--- config.mk ---
export PLATFORM = sky130hd
export DESIGN_NAME = fifo_wr_arbiter
export DESIGN_NICKNAME = d
export VERILOG_FILES = /design/src/rtl/npu_fifo_pkg.sv /design/src/rtl/rr_priority_picker.sv /design/src/rtl/fifo_wr_arbiter.sv
export SDC_FILE = /design/constraint.sdc
export NUM_CORES = 1
export LEC_CHECK = 0
export BUFFER_PORTS_ARGS = -buffer_cell sky130_fd_sc_hd__clkbuf_2
export CAP_MARGIN = 20
export CORE_MARGIN = 2
export CORE_UTILIZATION = 35
export DETAILED_ROUTE_END_ITERATION = 12
export PLACE_DENSITY_LB_ADDON = 0.08
export SKIP_LAST_GASP = 1
export SLEW_MARGIN = 20
export SYNTH_ARGS = -nofsm -noshare
export SYNTH_HDL_FRONTEND = slang
export SYNTH_HIERARCHICAL = 1
export SYNTH_SLANG_ARGS = --single-unit
--- constraint.sdc ---
create_clock -name clk -period 2.4 [get_ports clk]
set_input_delay 0.36 -clock clk [delete_from_list [all_inputs] [get_ports clk]]
set_output_delay 0.36 -clock clk [all_outputs]
set_load 0.01 [all_outputs]
--- src/rtl/npu_fifo_pkg.sv ---
// npu_fifo_pkg: shared types and default sizes for the NPU FIFO and its write-side arbiter
package npu_fifo_pkg;
  typedef enum logic {IDLE, BURST} arb_state_t;
  localparam int FIFO_DATA_WIDTH = 32;
  localparam int FIFO_DEPTH = 8;
endpackage

--- src/rtl/rr_priority_picker.sv ---
// rr_priority_picker: combinational rotating-priority encoder returning the first set request at or after start
module rr_priority_picker #(
  parameter int NUM_REQ = 4,
  parameter int IDX_WIDTH = 2
) (
  input  logic [NUM_REQ-1:0]   req,
  input  logic [IDX_WIDTH-1:0] start,
  output logic                 found,
  output logic [IDX_WIDTH-1:0] idx
);
  localparam int SW = IDX_WIDTH + 1;
  localparam logic [SW-1:0] N = SW'(NUM_REQ);
  logic [NUM_REQ-1:0]   w_rot;
  logic [IDX_WIDTH-1:0] w_off;
  logic [SW-1:0]        w_sum;
  // rotate so that bit 0 is the request at start, then find the lowest set bit
  assign w_rot = NUM_REQ'({req, req} >> start);
  always_comb begin
    w_off = '0;
    for (int k = NUM_REQ - 1; k >= 0; k--) w_off = w_rot[k] ? IDX_WIDTH'(k) : w_off;
  end
  assign w_sum = {1'b0, start} + {1'b0, w_off};
  assign found = |req;
  assign idx = (w_sum >= N) ? IDX_WIDTH'(w_sum - N) : w_sum[IDX_WIDTH-1:0];
endmodule

--- src/rtl/fifo_wr_arbiter.sv ---
// fifo_wr_arbiter: round-robin burst arbiter sharing one FIFO write port among NUM_REQ producers
module fifo_wr_arbiter
  import npu_fifo_pkg::*;
#(
  parameter int DATA_WIDTH = FIFO_DATA_WIDTH,
  parameter int NUM_REQ = 4,
  parameter int REQ_IDX_WIDTH = 2,
  parameter int MAX_BURST = 4,
  parameter int BURST_CNT_WIDTH = 2
) (
  input  logic                          clk,
  input  logic                          rst,
  input  logic [NUM_REQ-1:0]            req_valid,
  input  logic [NUM_REQ*DATA_WIDTH-1:0] req_data,
  input  logic [NUM_REQ-1:0]            req_last,
  output logic [NUM_REQ-1:0]            req_ready,
  input  logic                          fifo_full,
  output logic                          fifo_wr,
  output logic [DATA_WIDTH-1:0]         fifo_data_in,
  output logic                          grant_valid,
  output logic [REQ_IDX_WIDTH-1:0]      grant_id
);
  localparam logic [REQ_IDX_WIDTH-1:0]   LAST_IDX = REQ_IDX_WIDTH'(NUM_REQ - 1);
  localparam logic [BURST_CNT_WIDTH-1:0] CNT_MAX = BURST_CNT_WIDTH'(MAX_BURST - 1);
  arb_state_t                 r_state, w_next;
  logic [REQ_IDX_WIDTH-1:0]   r_grant_id, r_last_grant, w_start, w_idx;
  logic [BURST_CNT_WIDTH-1:0] r_beat_cnt;
  logic                       w_found, w_in_burst, w_g_valid, w_end;

  assign w_start = (r_last_grant == LAST_IDX) ? '0 : r_last_grant + REQ_IDX_WIDTH'(1);
  rr_priority_picker #(.NUM_REQ(NUM_REQ), .IDX_WIDTH(REQ_IDX_WIDTH)) u_picker (
    .req  (req_valid),
    .start(w_start),
    .found(w_found),
    .idx  (w_idx)
  );
  assign w_in_burst = r_state == BURST;
  assign w_g_valid = req_valid[r_grant_id];
  // a dropped valid ends the burst at once; a full FIFO only stalls it
  assign w_end = w_in_burst && (!w_g_valid || (fifo_wr && (req_last[r_grant_id] || r_beat_cnt == CNT_MAX)));

  always_ff @(posedge clk) begin
    if (rst) r_state <= IDLE;
    else r_state <= w_next;
  end

  always_comb w_next = w_in_burst ? (w_end ? IDLE : BURST) : (w_found ? BURST : IDLE);

  always_comb begin
    fifo_wr = w_in_burst && w_g_valid && !fifo_full && !rst;
    fifo_data_in = fifo_wr ? req_data[int'(r_grant_id)*DATA_WIDTH +: DATA_WIDTH] : '0;
    req_ready = (w_in_burst && !fifo_full && !rst) ? (NUM_REQ'(1) << r_grant_id) : '0;
    grant_valid = w_in_burst;
    grant_id = r_grant_id;
  end

  always_ff @(posedge clk) begin
    if (rst) begin
      r_grant_id <= '0;
      r_last_grant <= LAST_IDX;
      r_beat_cnt <= '0;
    end else begin
      if (!w_in_burst && w_found) r_grant_id <= w_idx;
      if (w_end) begin
        r_last_grant <= r_grant_id;
        r_beat_cnt <= '0;
      end else if (fifo_wr) r_beat_cnt <= r_beat_cnt + BURST_CNT_WIDTH'(1);
    end
  end
endmodule

==> metrics.cfg, run 1 <==
[worst_setup_path]
r2r-start=r_last_grant[0]
crit_buf_inv=2
max_stage_delay_ns=0.56
rr_endpoint=grant_id[1]
crit_type=reg -> out
r2r_slack_ns=0.46
critPathArrivalTime_ns=1.78
rr_worst_depth=12
cp_cell_sequence=buf_4, mux4_2, and3_1, clkbuf_2
crit_required_ns=2.04
crit_path_end_kind=primary output
critical_path.slowest_cell=mux4_2
cp_top_family=multiplexers
path_max_fanout=19
worstSetupStartpointType=register

[clock_tree]
cts_tree=done
holdBufCountCts=0
cts_setup_buffers=0
cts_sinks=7
clk_path_buf_depth=2
clock_latency_ns=0.22
cts_inserted_buffers=3
cts.htree.levels=1
cts-root-buf=clkbuf_8
cts_resized=0
clk_pin_slew_worst_paths_ns=0.04

[cells_and_area]
antennaDiodeCount=0
fin_nets=466
layoutNonFillerInstCount=375
drive_above_1_share_pct=71.2
final_common_cell=clkbuf_2
final_util_pct=58.8
syn_to_final_growth_pct=60.5
layout_common_cells=178 x clkbuf_2, 33 x mux4_2, 33 x and3_1, 12 x nor2_1, 8 x mux2i_1

[detailed_routing]
drt_pass1_iterations=4
route.detailed.drc=0
routed_wl_um=6260
vias=1991
vias_per_cell=5.31
wire_per_inst_um=16.7
drtIter0Drc=105
final_antenna_net_count=0

[place]
gp_congestion=0.821
dp.cells=371
io_buffers=178
dp_hpwl_um=5260

[logic_synthesis]
synth_edf_count=0
synth_cells=153
ys.flop_type=dfxtp_1
syn_area_um2=1620
synth-async-reset-ratio_pct=0
ys_ff_latch=7
ys.warnings.count=6
synth_sequential_area_ratio_pct=8.67
synth_nets=295
syn_avg_cell_area_um2=10.6
synth_cell_types=37

[sta]
skew_ns=0.00235
min_period_ns=2.14
slew_headroom_pct=65.0
tns_ns=0
fin_hold_ws_ns=0.457
setup_violations=0
tightestPinTransition_ns=0.525
fmax_mhz=467
period_share_pct=89.2
rsz0062_at_grt=false
drv_slew=0
finalHoldViolCount=0

[global_route]
first_global_vias=1959
grt_pass1_wl_um=9520
antenna_found_initial=0
overflow=0
grt_use_total_pct=23.0
grt_max_degree=35

[power_and_ir_drop]
power.leakage_nw=1.45
switchingPower_mw=0.572
peakVddDrop_v=0.000413
clock_power_share_pct=11.4
p_comb_share_pct=74.9
internal_power_mw=0.863
pwr-share-seq_pct=13.7
cellPowerDensity_nw_per_um2=553
swShare_pct=39.9

[floorplan]
start_util_pct=36.6
die_w_um=72.0
core_area_um2=4410
ios=179
rows=24
die_h_um=72.0
dieArea_um2=5180

[min_path]
hold_depth=2
hp-start=rst
hp-class=in -> reg
min_to=grant_id[0]

[flow_run]
drv_cap=0

[status]
status=completed

==> stage by stage <==
step	power, mW	setup slack [ns]	instance area [µm²]
6_report	1.43	0.260	2590
5_1_grt	1.55	0.178	2590
4_1_cts	1.46	0.238	2590
3_5_place_dp	1.29	0.370	2550
3_3_place_gp	1.27	0.390	2550
2_1_floorplan	0.993	0.530	1620
==> cells in the mapped netlist (all sizes together), types with 3 or more instances <==
cell / number / area, µm²
nand2: 4 / 17.5
nor2b: 4 / 25.0
and3: 33 / 206
mux4: 33 / 743
buf: 11 / 66.3
ha: 3 / 37.5
inv: 3 / 11.3
mux2i: 8 / 80.1
clkbuf: 8 / 31.3
nor3b: 4 / 35.0
nor2: 12 / 45.0
dfxtp: 7 / 140
==> worst max path at each step <==
| stage | startpoint | to | slack [ns] | cells past startpoint |
|---|---|---|---|---|
| 6_report | grant_id[0] | fifo_data_in[25] | 0.26 | 4 |
| 5_1_grt | grant_id[0] | fifo_wr | 0.18 | 4 |
| 4_1_cts | grant_id[0] | fifo_data_in[24] | 0.24 | 4 |
| 3_5_place_dp | req_valid[2] | fifo_data_in[24] | 0.37 | 4 |
| 3_3_place_gp | req_valid[2] | fifo_data_in[20] | 0.39 | 4 |
| 2_1_floorplan | grant_id[0] | fifo_data_in[10] | 0.53 | 4 |
==> power by group through the flow <==
stage / registers (mW) / clock network [mW] / logic, mW
after CTS: 0.198 / 0.168 / 1.09
after global routing: 0.204 / 0.175 / 1.17
after floorplan: 0.171 / 0 / 0.822
final: 0.197 / 0.163 / 1.08
after detailed placement: 0.200 / 0 / 1.09
after global placement: 0.200 / 0 / 1.07
==> layer usage <==
layer	up-vias	global-route usage, %	part of all wire [%]
met5	-	0	0
met4	0	5.66	2.1
met3	12	3.33	6.3
met2	101	42.7	54
met1	926	28.1	38
li1	952	-	-
==> sequential cells by signal (all words and copies together) (netlist names) <==
signal	cells
grant_id	2
r_beat_cnt	2
r_last_grant	2
grant_valid	1
==> cell families (layout without fill, tap and decap cells) <==
logic type	Yosys count	after routing	synth area share, %
AND/OR/NAND/NOR	66	66	23.9
flip-flops	7	7	8.67
buffers and inverters	22	192	6.73
AO/OA/AOI/OAI	11	11	5.80
multiplexers	41	41	50.9
XOR/XNOR	3	3	1.63
adder cells (fa/ha/maj)	3	3	2.32
==> area by class of cell <==
type / instances / area [µm²]
fill: 388 / 1820
multi-input combinational: 124 / 1370
clock inverter: 1 / 5.00
sequential: 7 / 143
timing repair buffer: 185 / 956
inverter: 3 / 11.3
tap: 52 / 65.1
clock buffer: 3 / 41.3
==> worst register-to-register path, delay by kind of cell (launching register included) <==
| kind | cells | cell delay (ns) |
|---|---|---|
| adder cells (fa/ha/maj) | 2 | 0.35 |
| AO/OA/AOI/OAI | 2 | 0.30 |
| flip-flops | 1 | 0.34 |
| multiplexers | 1 | 0.14 |
| AND/OR/NAND/NOR | 4 | 0.23 |
| XOR/XNOR | 2 | 0.28 |
| buffers and inverters | 1 | 0.16 |
(Power assumes the default switching activity.)
==> run 2: changes to the inputs <==
==> constraint.sdc (replaced) <==
create_clock -name clk -period 2.12 [get_ports clk]
set_input_delay 0.318 -clock clk [delete_from_list [all_inputs] [get_ports clk]]
set_output_delay 0.318 -clock clk [all_outputs]
set_load 0.01 [all_outputs]
==> metrics.cfg, run 2 (synthesis results as in run 1) <==
[worst_setup_path]
worstSetupStartpointType=register
r2r_slack_ns=0.20
rr_endpoint=grant_id[1]
path_max_fanout=12
crit_type=reg -> out
critPathArrivalTime_ns=1.72
cp-endpoint=fifo_data_in[24]
cp_cell_sequence=buf_6, mux4_2, and3_1, clkbuf_2
critical_path.slowest_cell=mux4_2
rr_worst_depth=11
r2r-start=r_last_grant[0]
startpoint=grant_id[0]
crit_required_ns=1.80
max_stage_delay_ns=0.56
crit_path_end_kind=primary output

[sta]
skew_ns=0.00174
fin_hold_ws_ns=0.417
rsz0062_at_grt=true
setup_violations=0
period_share_pct=96.4
slew_headroom_pct=77.1
min_period_ns=2.04
drv_slew=0
finalHoldViolCount=0
fmax_mhz=490
setup_ws_ns=0.0774
tightestPinTransition_ns=0.341

[detailed_routing]
routed_wl_um=6520
final_antenna_net_count=0
drtIter0Drc=80
wire_per_inst_um=17.3
route.detailed.drc=0
drt_pass1_iterations=6
vias=2064
vias_per_cell=5.47

[status]
status=completed

[global_route]
first_global_vias=1968
grt_pass1_wl_um=9430
top_usage_layer=met2
grt_use_met2_pct=40.4
overflow=0
gr-usage-met1_pct=29.4
antenna_found_initial=0
grt_use_total_pct=22.8
grt_max_degree=35
grt_util_met3_pct=3.19

[floorplan]
rows=24
dieArea_um2=5180
start_util_pct=36.6
core_area_um2=4410
die_h_um=72.0
ios=179
die_w_um=72.0

[place]
dp_hpwl_um=5240
gp_congestion=0.834
io_buffers=178
pre_cts_ws_ns=0.185

[clock_tree]
cts_tree=done
cts.htree.levels=1
cts-root-buf=clkbuf_8
clk_pin_slew_worst_paths_ns=0.04
clock_latency_ns=0.22
clk_path_buf_depth=2
cts_sinks=7
cts_inserted_buffers=3

[cells_and_area]
layout_common_cells=178 x clkbuf_2, 34 x mux4_2, 33 x and3_1, 12 x nor2_1, 8 x mux2i_1
antennaDiodeCount=0
final_util_pct=59.5
drive_above_1_share_pct=71.1
seq_area_um2=143
final_common_cell=clkbuf_2
syn_to_final_growth_pct=62.5
fin_nets=468
multiInputGateArea_um2=1400
fill_cells=398

[flow_run]
drv_cap=0

[power_and_ir_drop]
cellPowerDensity_nw_per_um2=633
peakVddDrop_v=0.000568
power.leakage_nw=1.46
finalPower_mw=1.66

[min_path]
hp-class=in -> reg

-- run 2: cell count changes in the layout (fill, tap and decap cells not counted), sizes merged --
cell,delta
clkinv,-1
clkbuf,+1
mux4,+1
buf,+1
-- run 2: cell type report --
class	instances	share of cell area (%)
Clock buffer	4	1.71
Multi-Input combinational cell	125	53.1
Timing Repair Buffer	186	36.8
Inverter	3	0.429
Sequential cell	7	5.43
Tap cell	52	2.48
-- run 2: how the worst min path moves through the flow --
stage,start,depth (start not counted),slack [ns],end
after floorplan,r_beat_cnt[1],2,0.49,r_beat_cnt[1]
after global placement,r_last_grant[1],2,0.51,r_last_grant[1]
after detailed placement,r_last_grant[1],2,0.52,r_last_grant[1]
after CTS,rst,2,0.41,grant_id[1]
after global routing,rst,2,0.43,grant_id[1]
final,rst,2,0.42,grant_id[1]
-- run 2: report_power, final --
group / total (mW) / switching, mW / internal (mW)
combinational: 1.25 / 0.554 / 0.698
sequential: 0.230 / 0.0634 / 0.167
clock: 0.182 / 0.0523 / 0.130
total: 1.66 / 0.669 / 0.995
-- run 2: metrics by stage --
stage	TNS, ns	cells	cell area, µm²
finish	0	377	2630
global route	-0.115	377	2630
CTS	0	376	2600
detailed placement	0	372	2560
global placement	0	372	2560
floorplan	0	153	1620
-- run 2: critical path: cells and delay by family (launching register included) --
| kind | cells | cell delay (ns) |
|---|---|---|
| flops | 1 | 0.40 |
| simple gates | 1 | 0.21 |
| mux | 1 | 0.56 |
| buf+inv | 2 | 0.33 |
-- run 2: what timing repair did --
action / 4_1_cts / 5_1_grt
hold buffers: 0 / 0
gates resized for setup: 0 / 2
setup endpoints to repair: 0 / 33
buffers inserted: 0 / 0
-- run 2: layer usage --
metal | vias to the layer above | wire length (µm)
met3 | 10 | 406
met4 | 0 | 132
met1 | 994 | 2660
met5 | - | 0
li1 | 965 | -
met2 | 95 | 3320
